===== src/rtl/seg_scan_disp_if.sv =====
// Bundles the BCD/flag inputs and the multiplexed segment/select outputs
// of the scanned 7-segment driver.
interface seg_scan_disp_if #(
  parameter int DIGITS = 6
);
  logic [4*DIGITS-1:0] bcd_in;
  logic                max;
  logic                en;
  logic [7:0]          seg_out;
  logic [DIGITS-1:0]   dig_sel;
  logic                frame_tick;

  modport master (
    output bcd_in, max, en,
    input  seg_out, dig_sel, frame_tick
  );

  modport slave (
    input  bcd_in, max, en,
    output seg_out, dig_sel, frame_tick
  );
endinterface


===== src/rtl/seg_scan_disp.sv =====
// Time-multiplexed common-anode 7-segment driver: one shared active-low segment
// bus, one-hot-low digit select, frame snapshot, leading-zero blanking and blink.
module seg_scan_disp #(
  parameter int              DIGITS       = 6,
  parameter int              SCAN_DIV     = 50000,
  parameter int              GUARD        = 500,
  parameter int              BLINK_FRAMES = 100,
  parameter logic [DIGITS-1:0] DP_MASK    = 6'b000100,
  parameter int              LZB_HI       = 3,
  parameter int              LZB_LO       = 2,
  parameter logic [DIGITS-1:0] MAX_MASK   = 6'b001111
) (
  input  logic           sys_clk,
  input  logic           sys_rst_n,
  seg_scan_disp_if.slave bus
);

  localparam int DW = (SCAN_DIV > 1) ? $clog2(SCAN_DIV) : 1;
  localparam int IW = (DIGITS > 1) ? $clog2(DIGITS) : 1;
  localparam int BW = (BLINK_FRAMES > 1) ? $clog2(BLINK_FRAMES) : 1;

  localparam logic [DW-1:0] DIV_LAST   = DW'(SCAN_DIV - 1);
  localparam logic [DW-1:0] GUARD_V    = DW'(GUARD);
  localparam logic [IW-1:0] IDX_LAST   = IW'(DIGITS - 1);
  localparam logic [IW-1:0] LZB_LO_V   = IW'(LZB_LO);
  localparam logic [IW-1:0] LZB_HI_V   = IW'(LZB_HI);
  localparam logic [BW-1:0] BLINK_LAST = BW'(BLINK_FRAMES - 1);

  logic [DW-1:0]          div_cnt;
  logic [IW-1:0]          idx;
  logic [BW-1:0]          blink_cnt;
  logic                   blink_on;
  logic [4*DIGITS-1:0]    shadow_bcd;
  logic                   shadow_max;
  logic [7:0]             seg_q;
  logic [DIGITS-1:0]      sel_q;
  logic                   tick_q;

  logic                   div_wrap;
  logic                   frame_end;
  logic [3:0]             cur_digit;
  logic [DIGITS-1:0]      sel_hot;
  logic                   dp_here;
  logic                   blink_here;
  logic                   lzb_nonzero;
  logic                   blank;
  logic [7:0]             seg_nxt;
  logic [DIGITS-1:0]      sel_nxt;

  function automatic logic [7:0] decode(input logic [3:0] d);
    case (d)
      4'd0:    decode = 8'h03;
      4'd1:    decode = 8'h9F;
      4'd2:    decode = 8'h25;
      4'd3:    decode = 8'h0D;
      4'd4:    decode = 8'h99;
      4'd5:    decode = 8'h49;
      4'd6:    decode = 8'h41;
      4'd7:    decode = 8'h1F;
      4'd8:    decode = 8'h01;
      4'd9:    decode = 8'h09;
      default: decode = 8'hFD;
    endcase
  endfunction

  assign div_wrap  = (div_cnt == DIV_LAST);
  assign frame_end = div_wrap && (idx == IDX_LAST);

  // A digit in the blanking range stays dark only if it and every digit above it up to LZB_HI are zero.
  always_comb begin
    cur_digit   = 4'd0;
    sel_hot     = '1;
    dp_here     = 1'b0;
    blink_here  = 1'b0;
    lzb_nonzero = 1'b0;
    for (int j = 0; j < DIGITS; j++) begin
      if (IW'(j) == idx) begin
        cur_digit  = shadow_bcd[j*4 +: 4];
        sel_hot[j] = 1'b0;
        dp_here    = DP_MASK[j];
        blink_here = MAX_MASK[j];
      end
      if ((IW'(j) >= idx) && (j <= LZB_HI) && (shadow_bcd[j*4 +: 4] != 4'd0)) begin
        lzb_nonzero = 1'b1;
      end
    end
    blank = ((idx > LZB_LO_V) && (idx <= LZB_HI_V) && !lzb_nonzero)
         || (shadow_max && blink_here && !blink_on);
    seg_nxt = decode(cur_digit);
    if (dp_here) begin
      seg_nxt[0] = 1'b0;
    end
    if (blank) begin
      seg_nxt = 8'hFF;
    end
    sel_nxt = sel_hot;
    if (div_cnt < GUARD_V) begin
      seg_nxt = 8'hFF;
      sel_nxt = '1;
    end
  end

  // Scan counters, frame snapshot and blink phase; en only masks the output registers.
  always_ff @(posedge sys_clk or negedge sys_rst_n) begin
    if (!sys_rst_n) begin
      div_cnt    <= '0;
      idx        <= '0;
      blink_cnt  <= '0;
      blink_on   <= 1'b1;
      shadow_bcd <= '0;
      shadow_max <= 1'b0;
      seg_q      <= 8'hFF;
      sel_q      <= '1;
      tick_q     <= 1'b0;
    end else begin
      if (div_wrap) begin
        div_cnt <= '0;
        idx     <= (idx == IDX_LAST) ? '0 : idx + 1'b1;
      end else begin
        div_cnt <= div_cnt + 1'b1;
      end
      tick_q <= frame_end;
      if (frame_end) begin
        shadow_bcd <= bus.bcd_in;
        shadow_max <= bus.max;
        if (blink_cnt == BLINK_LAST) begin
          blink_cnt <= '0;
          blink_on  <= ~blink_on;
        end else begin
          blink_cnt <= blink_cnt + 1'b1;
        end
      end
      seg_q <= bus.en ? seg_nxt : 8'hFF;
      sel_q <= bus.en ? sel_nxt : '1;
    end
  end

  assign bus.seg_out    = seg_q;
  assign bus.dig_sel    = sel_q;
  assign bus.frame_tick = tick_q;

endmodule


===== src/flat_wrapper.sv =====
// flat-port wrapper written by rule: the top's interface ports become plain ports
module seg_scan_disp_flat 
#(
  parameter int              DIGITS       = 6,
  parameter int              SCAN_DIV     = 50000,
  parameter int              GUARD        = 500,
  parameter int              BLINK_FRAMES = 100,
  parameter logic [DIGITS-1:0] DP_MASK    = 6'b000100,
  parameter int              LZB_HI       = 3,
  parameter int              LZB_LO       = 2,
  parameter logic [DIGITS-1:0] MAX_MASK   = 6'b001111
)
  (sys_clk, sys_rst_n, bus_bcd_in, bus_max, bus_en, bus_seg_out, bus_dig_sel, bus_frame_tick);
  seg_scan_disp_if #(.DIGITS(DIGITS)) bus_i ();
  input  logic sys_clk;
  input  logic sys_rst_n;
  input wire logic [$bits(bus_i.bcd_in)-1:0] bus_bcd_in;
  input wire logic [$bits(bus_i.max)-1:0] bus_max;
  input wire logic [$bits(bus_i.en)-1:0] bus_en;
  output wire logic [$bits(bus_i.seg_out)-1:0] bus_seg_out;
  output wire logic [$bits(bus_i.dig_sel)-1:0] bus_dig_sel;
  output wire logic [$bits(bus_i.frame_tick)-1:0] bus_frame_tick;
  assign bus_i.bcd_in = bus_bcd_in;
  assign bus_i.max = bus_max;
  assign bus_i.en = bus_en;
  assign bus_seg_out = bus_i.seg_out;
  assign bus_dig_sel = bus_i.dig_sel;
  assign bus_frame_tick = bus_i.frame_tick;
  seg_scan_disp #(.DIGITS(DIGITS), .SCAN_DIV(SCAN_DIV), .GUARD(GUARD), .BLINK_FRAMES(BLINK_FRAMES), .DP_MASK(DP_MASK), .LZB_HI(LZB_HI), .LZB_LO(LZB_LO), .MAX_MASK(MAX_MASK)) u_core (.sys_clk(sys_clk), .sys_rst_n(sys_rst_n), .bus(bus_i));
endmodule

===== config.mk =====
export PLATFORM = sky130hd
export DESIGN_NAME = seg_scan_disp_flat
export DESIGN_NICKNAME = d
export VERILOG_FILES = /design/src/rtl/seg_scan_disp_if.sv /design/src/rtl/seg_scan_disp.sv /design/src/flat_wrapper.sv
export SDC_FILE = /design/constraint.sdc
export NUM_CORES = 1
export LEC_CHECK = 0
export CORE_MARGIN = 2
export CORE_UTILIZATION = 45
export CTS_CLUSTER_DIAMETER = 30
export DETAILED_ROUTE_END_ITERATION = 8
export PLACE_DENSITY = 0.67
export SLEW_MARGIN = 20
export SYNTH_ARGS = -nofsm -noshare
export SYNTH_HDL_FRONTEND = slang
export SYNTH_SLANG_ARGS = --single-unit

===== constraint.sdc =====
create_clock -name sys_clk -period 2.6 [get_ports sys_clk]
set_input_delay 0.39 -clock sys_clk [delete_from_list [all_inputs] [get_ports sys_clk]]
set_output_delay 0.39 -clock sys_clk [all_outputs]
set_load 0.05 [all_outputs]

======== Word-level counts from Yosys, hierarchy flattened ========
Memory sizes are Yosys's and may differ from the RTL's.
Cells that the tools add are included.
storage, ports and cells
  register bits ........................... 67
  ROM bits ................................ 112
  bits of input ports ..................... 28
  output and inout bits ................... 15
  memories kept ........................... 1
memories
  memory            depth  width  rd ports  clocked after memory_dff  write ports  line                 source
  (name not given)  16     7      1         0                         0            seg_scan_disp.sv:51  case (d)
operators by class
  $add $sub $neg .......................... 3
  order comparisons ....................... 7
  equal/unequal tests ..................... 8
  multiplexer cells ....................... 35
  bitwise operators ....................... 1
  reduce and logical (&&, ||, !) cells .... 18
operators by type and width
  kind                     number
  $mux W4                  6
  $mux W8                  3
  $mux W1                  21
  $add A16 B1 Y16 const B  1
  $eq A16 B16 Y1 const B   1
  $lt A16 B9 Y1 const B    1
  $mux W16                 1
  $reduce_bool A4 Y1       4
  $mux W6                  2
  $logic_and A1 B1 Y1      9
  $add A7 B1 Y7 const B    1
  $eq A7 B7 Y1 const B     1
  $mux W7                  1
  $eq A2 B3 Y1 const A     2
  $eq A3 B3 Y1 const A     2
  $ge A1 B3 Y1 const A     2
  $ge A2 B3 Y1 const A     2
  $add A3 B1 Y3 const B    1
  $eq A1 B3 Y1 const A     1
  $eq A3 B3 Y1 const B     1
  $gt A3 B2 Y1 const B     1
  $le A3 B2 Y1 const B     1
  $logic_not A3 Y1         1
  $mux W3                  1
  4 further kinds          5

======== Logic depth before layout (Yosys ltp) ========
  depth after elaboration ................. 13
  gate-level depth with buffers ........... 9
  depth with buffers taken out ............ 8

======== Least setup slack after synthesis ========
No wires, ideal clock.
  path type ............................... register to register
  start ................................... reg u_core.div_cnt[10]
  end ..................................... reg u_core.blink_cnt[6]
  arrival time ............................ 2.055 ns
  required time ........................... 2.531 ns
  path slack .............................. 0.476 ns
  cell stages (with the launch flop) ...... 6
  clock period less this slack ............ 2.124 ns
  path through ............................ dfrtp_1 or4_4 nor4_4 nand3_1 or4_1 nand3_1
on the way
  cells in the longest elaborated chain, start to end .. 2
ends and longest elaborated chain
  element                   line                  source
  start: declaration        seg_scan_disp.sv:29   logic [DW-1:0] div_cnt;
  start signal: assignment  seg_scan_disp.sv:120  div_cnt <= div_cnt + 1'b1;
  $eq A16 B16 Y1            seg_scan_disp.sv:66   assign div_wrap = (div_cnt == DIV_LAST);
  $logic_and A1 B1 Y1       seg_scan_disp.sv:67   assign frame_end = div_wrap && (idx == IDX_LAST);
  end signal: assignment    seg_scan_disp.sv:130  blink_cnt <= blink_cnt + 1'b1;
  end: declaration          seg_scan_disp.sv:31   logic [BW-1:0] blink_cnt;
No other way between the ends.
A chain may end at the register's enable or synchronous reset.

======== Worst setup path in the final report ========
  start ................................... reg u_core.div_cnt[10]
  end ..................................... reg u_core.blink_cnt[0]
The elaborated chain is that of the path after synthesis.

==> flow_summary.toml <==
[routing]
wl_per_cell_um = 13.6
dr.pass1.iters = 4
drt_iter0_markers = 186
viasPerCell = 5.26
num_vias = 2564
ant_nets = 0
drc = 0
drt-total-wl_mm = 6.62

[power_and_ir_drop]
leakagePower_uw = 0.00175
pwr_density_cell_nw_per_um2 = 545
vdd_ir_drop_max_mv = 0.320

[cells_and_area]
nFillCells = 603
nets = 422
drive_gt1_share_pct = 12.3
multiInputGateArea_um2 = 1450
final_area_um2 = 4060
seq_area_um2 = 1700
n_antenna_cell = 0
area_delta_synth_final_pct = 26.0

[clock_tree]
cts_made_buffers = 9
clock_path_buffers = 2
cts.sinks = 67
cts_tree = "done"
cts_resized = 0
clk_latency_ps = 360
path_clk_slew_ps = 80
cts_hold_buf = 0
cts_setup_buffers = 0
cts_max_level = 3
clockRootBuffer = "clkbuf_8"

[synthesis]
synth_top_area_cell = "dfrtp_1"
synth_top_cells_by_area = "dfrtp_1, dfstp_2, nand2_1"
synth_edf_count = 0
synth-main-ff-cell = "dfrtp_1"
synth_fp_nets = 372
yosysWarnings = 0
synth-seq-cells = 67
synth_top_area_share_pct = 40.4
synth_common_cells = "nand2_1, dfrtp_1, nor2_1, dfstp_2, o21ai_0"
ys_types = 45
synthArstFlopShare_pct = 100
syn_area_per_cell_um2 = 9.58
synthCells = 336
synth_most_common_cell = "nand2_1"
ys_seq_area_share_pct = 52.7
syn-cell-area_um2 = 3220

[placed_design]
io_buffer_count = 42
hpwl_mm = 4.76
placed_area_um2 = 3800
gp_congestion = 0.874

[setup_path]
crit_fanout = 27
cp_data_arrival_time_ps = 2690
cp_slowest_cell = "or4_4"
end_kind = "flip-flop"
crit_path_start_kind = "flip-flop"
crit_required_ps = 2870
crit_chain = "or4_4, nor4_4, buf_4, and3_1, buf_12, nand2_1, o21ai_0"
critPathMaxStageDelay_ps = 590
worst-setup-path-type = "flip-flop to flip-flop"

[sta]
fin_tns_setup_ps = 0
rsz0062_at_grt = "false"
finalClockSkew_ps = 9.77
layout_min_cycle_time_ps = 2420
period_share_pct = 93.1
worst_slew_pin_slew_ps = 722
slew_headroom_pct = 51.6
setup_viol = 0
slew_viol_final = 0
clock.fmax_mhz = 413
hold_viol_final = 0

[grt]
global_route.usage.met1_pct = 26.9
busiest_layer = "met2"
grt_pass1_vias = 2383
use_met2_pct = 28.0
grt_use_met3_pct = 4.85
grt_pass1_wl_mm = 11.3
globalRouteTotalUtil_pct = 19.0
grt-ovfl-total = 0
antenna_found_initial = 0
grt_max_degree = 68

[floorplan]
dieArea_um2 = 7840
ioPinCount = 43
start_util_pct = 46.8
coreArea_um2 = 6870
die_w_um = 88.6
fp-row-count = 30
die_y_um = 88.6

[run_status]
outcome = "complete, no violations"

[hold_path]
hp-class = "input port to async pin"

[run]
max_cap_violations = 0
-- registers in the layout, summed over array words and instances (netlist names) --
signal	flops
u_core.shadow_bcd	24
u_core.shadow_max	1
u_core.idx	3
u_core.blink_cnt	7
u_core.div_cnt	16
u_core.blink_on	1
u_core.bus.frame_tick	1
u_core.bus.dig_sel	6
u_core.bus.seg_out	8
-- metal layers --
layer	share of wire [%]	wire length (µm)
met5	0	0
met4	1.8	118
met3	5.4	357
met2	44	2910
met1	49	3230
-- cells by family after synthesis --
| group | synth area share (%) |
|---|---|
| compound gates | 7.31 |
| flops | 52.7 |
| simple gates | 25.7 |
| mux | 4.24 |
| buf+inv | 2.33 |
| fa+ha+maj | 3.11 |
| xor+xnor | 4.63 |
-- area by class of cell --
cell class                      instances  area share [%]
Multi-Input combinational cell        250            35.7
Tap cell                               96            2.96
Clock buffer                           11            3.73
Inverter                                7           0.648
Timing Repair Buffer                   51            12.5
Sequential cell                        67            41.8
Clock inverter                          5            2.65
-- final timing paths --
kind                                 startpoint                     to  slack, ps  depth (start not counted)
max                          u_core.div_cnt[10]    u_core.blink_cnt[0]        180                          7
min                                   sys_rst_n   u_core.shadow_bcd[8]         50                          2
max reg2reg                  u_core.div_cnt[10]    u_core.blink_cnt[0]        180                          7
min reg2reg                u_core.shadow_bcd[4]   u_core.shadow_bcd[4]        470                          2
max in group asynchronous             sys_rst_n  u_core.bus.dig_sel[4]       2230                          2
min in group sys_clk       u_core.shadow_bcd[4]   u_core.shadow_bcd[4]        470                          2
-- critical path: cells and delay by family (launching register included) --
| family | cells | cell delay [ps] |
|---|---|---|
| flops | 1 | 440 |
| buf+inv | 2 | 440 |
| compound gates | 1 | 160 |
| simple gates | 4 | 1280 |
-- cell usage in the layout, fill, tap and decap left out, types with 8 or more instances in the layout --
cell type | Yosys | final
o21ai_0 | 12 | 12
mux2i_1 | 8 | 8
clkdlybuf4s50_1 | 0 | 41
nor2_1 | 20 | 20
nand3_1 | 11 | 11
dfstp_2 | 15 | 15
dfrtp_1 | 52 | 52
ha_1 | 8 | 8
clkbuf_8 | 0 | 11
nand2_1 | 101 | 101
xnor2_1 | 11 | 11
a21oi_1 | 10 | 10
-- power breakdown --
part           switching, µW  internal (µW)
sequential                 0           1040
combinational           25.0           37.9
clock                    412            694
total                    437           1780
-- through the flow --
step / worst slack [ps] / total power (µW) / hold slack, ps / util [%] / std cells
after floorplan: 476 / 1060 / 94.4 / - / 336
after global placement: 293 / 1130 / 432 / 55.3 / 471
after detailed placement: 180 / 1130 / 437 / 55.3 / 471
after CTS: 176 / 2230 / 50.1 / 59.1 / 487
after global routing: 37.7 / 2280 / 69.9 / 59.1 / 487
final: 180 / 2210 / 45.0 / 59.1 / 487
(Power assumes the default switching activity.)
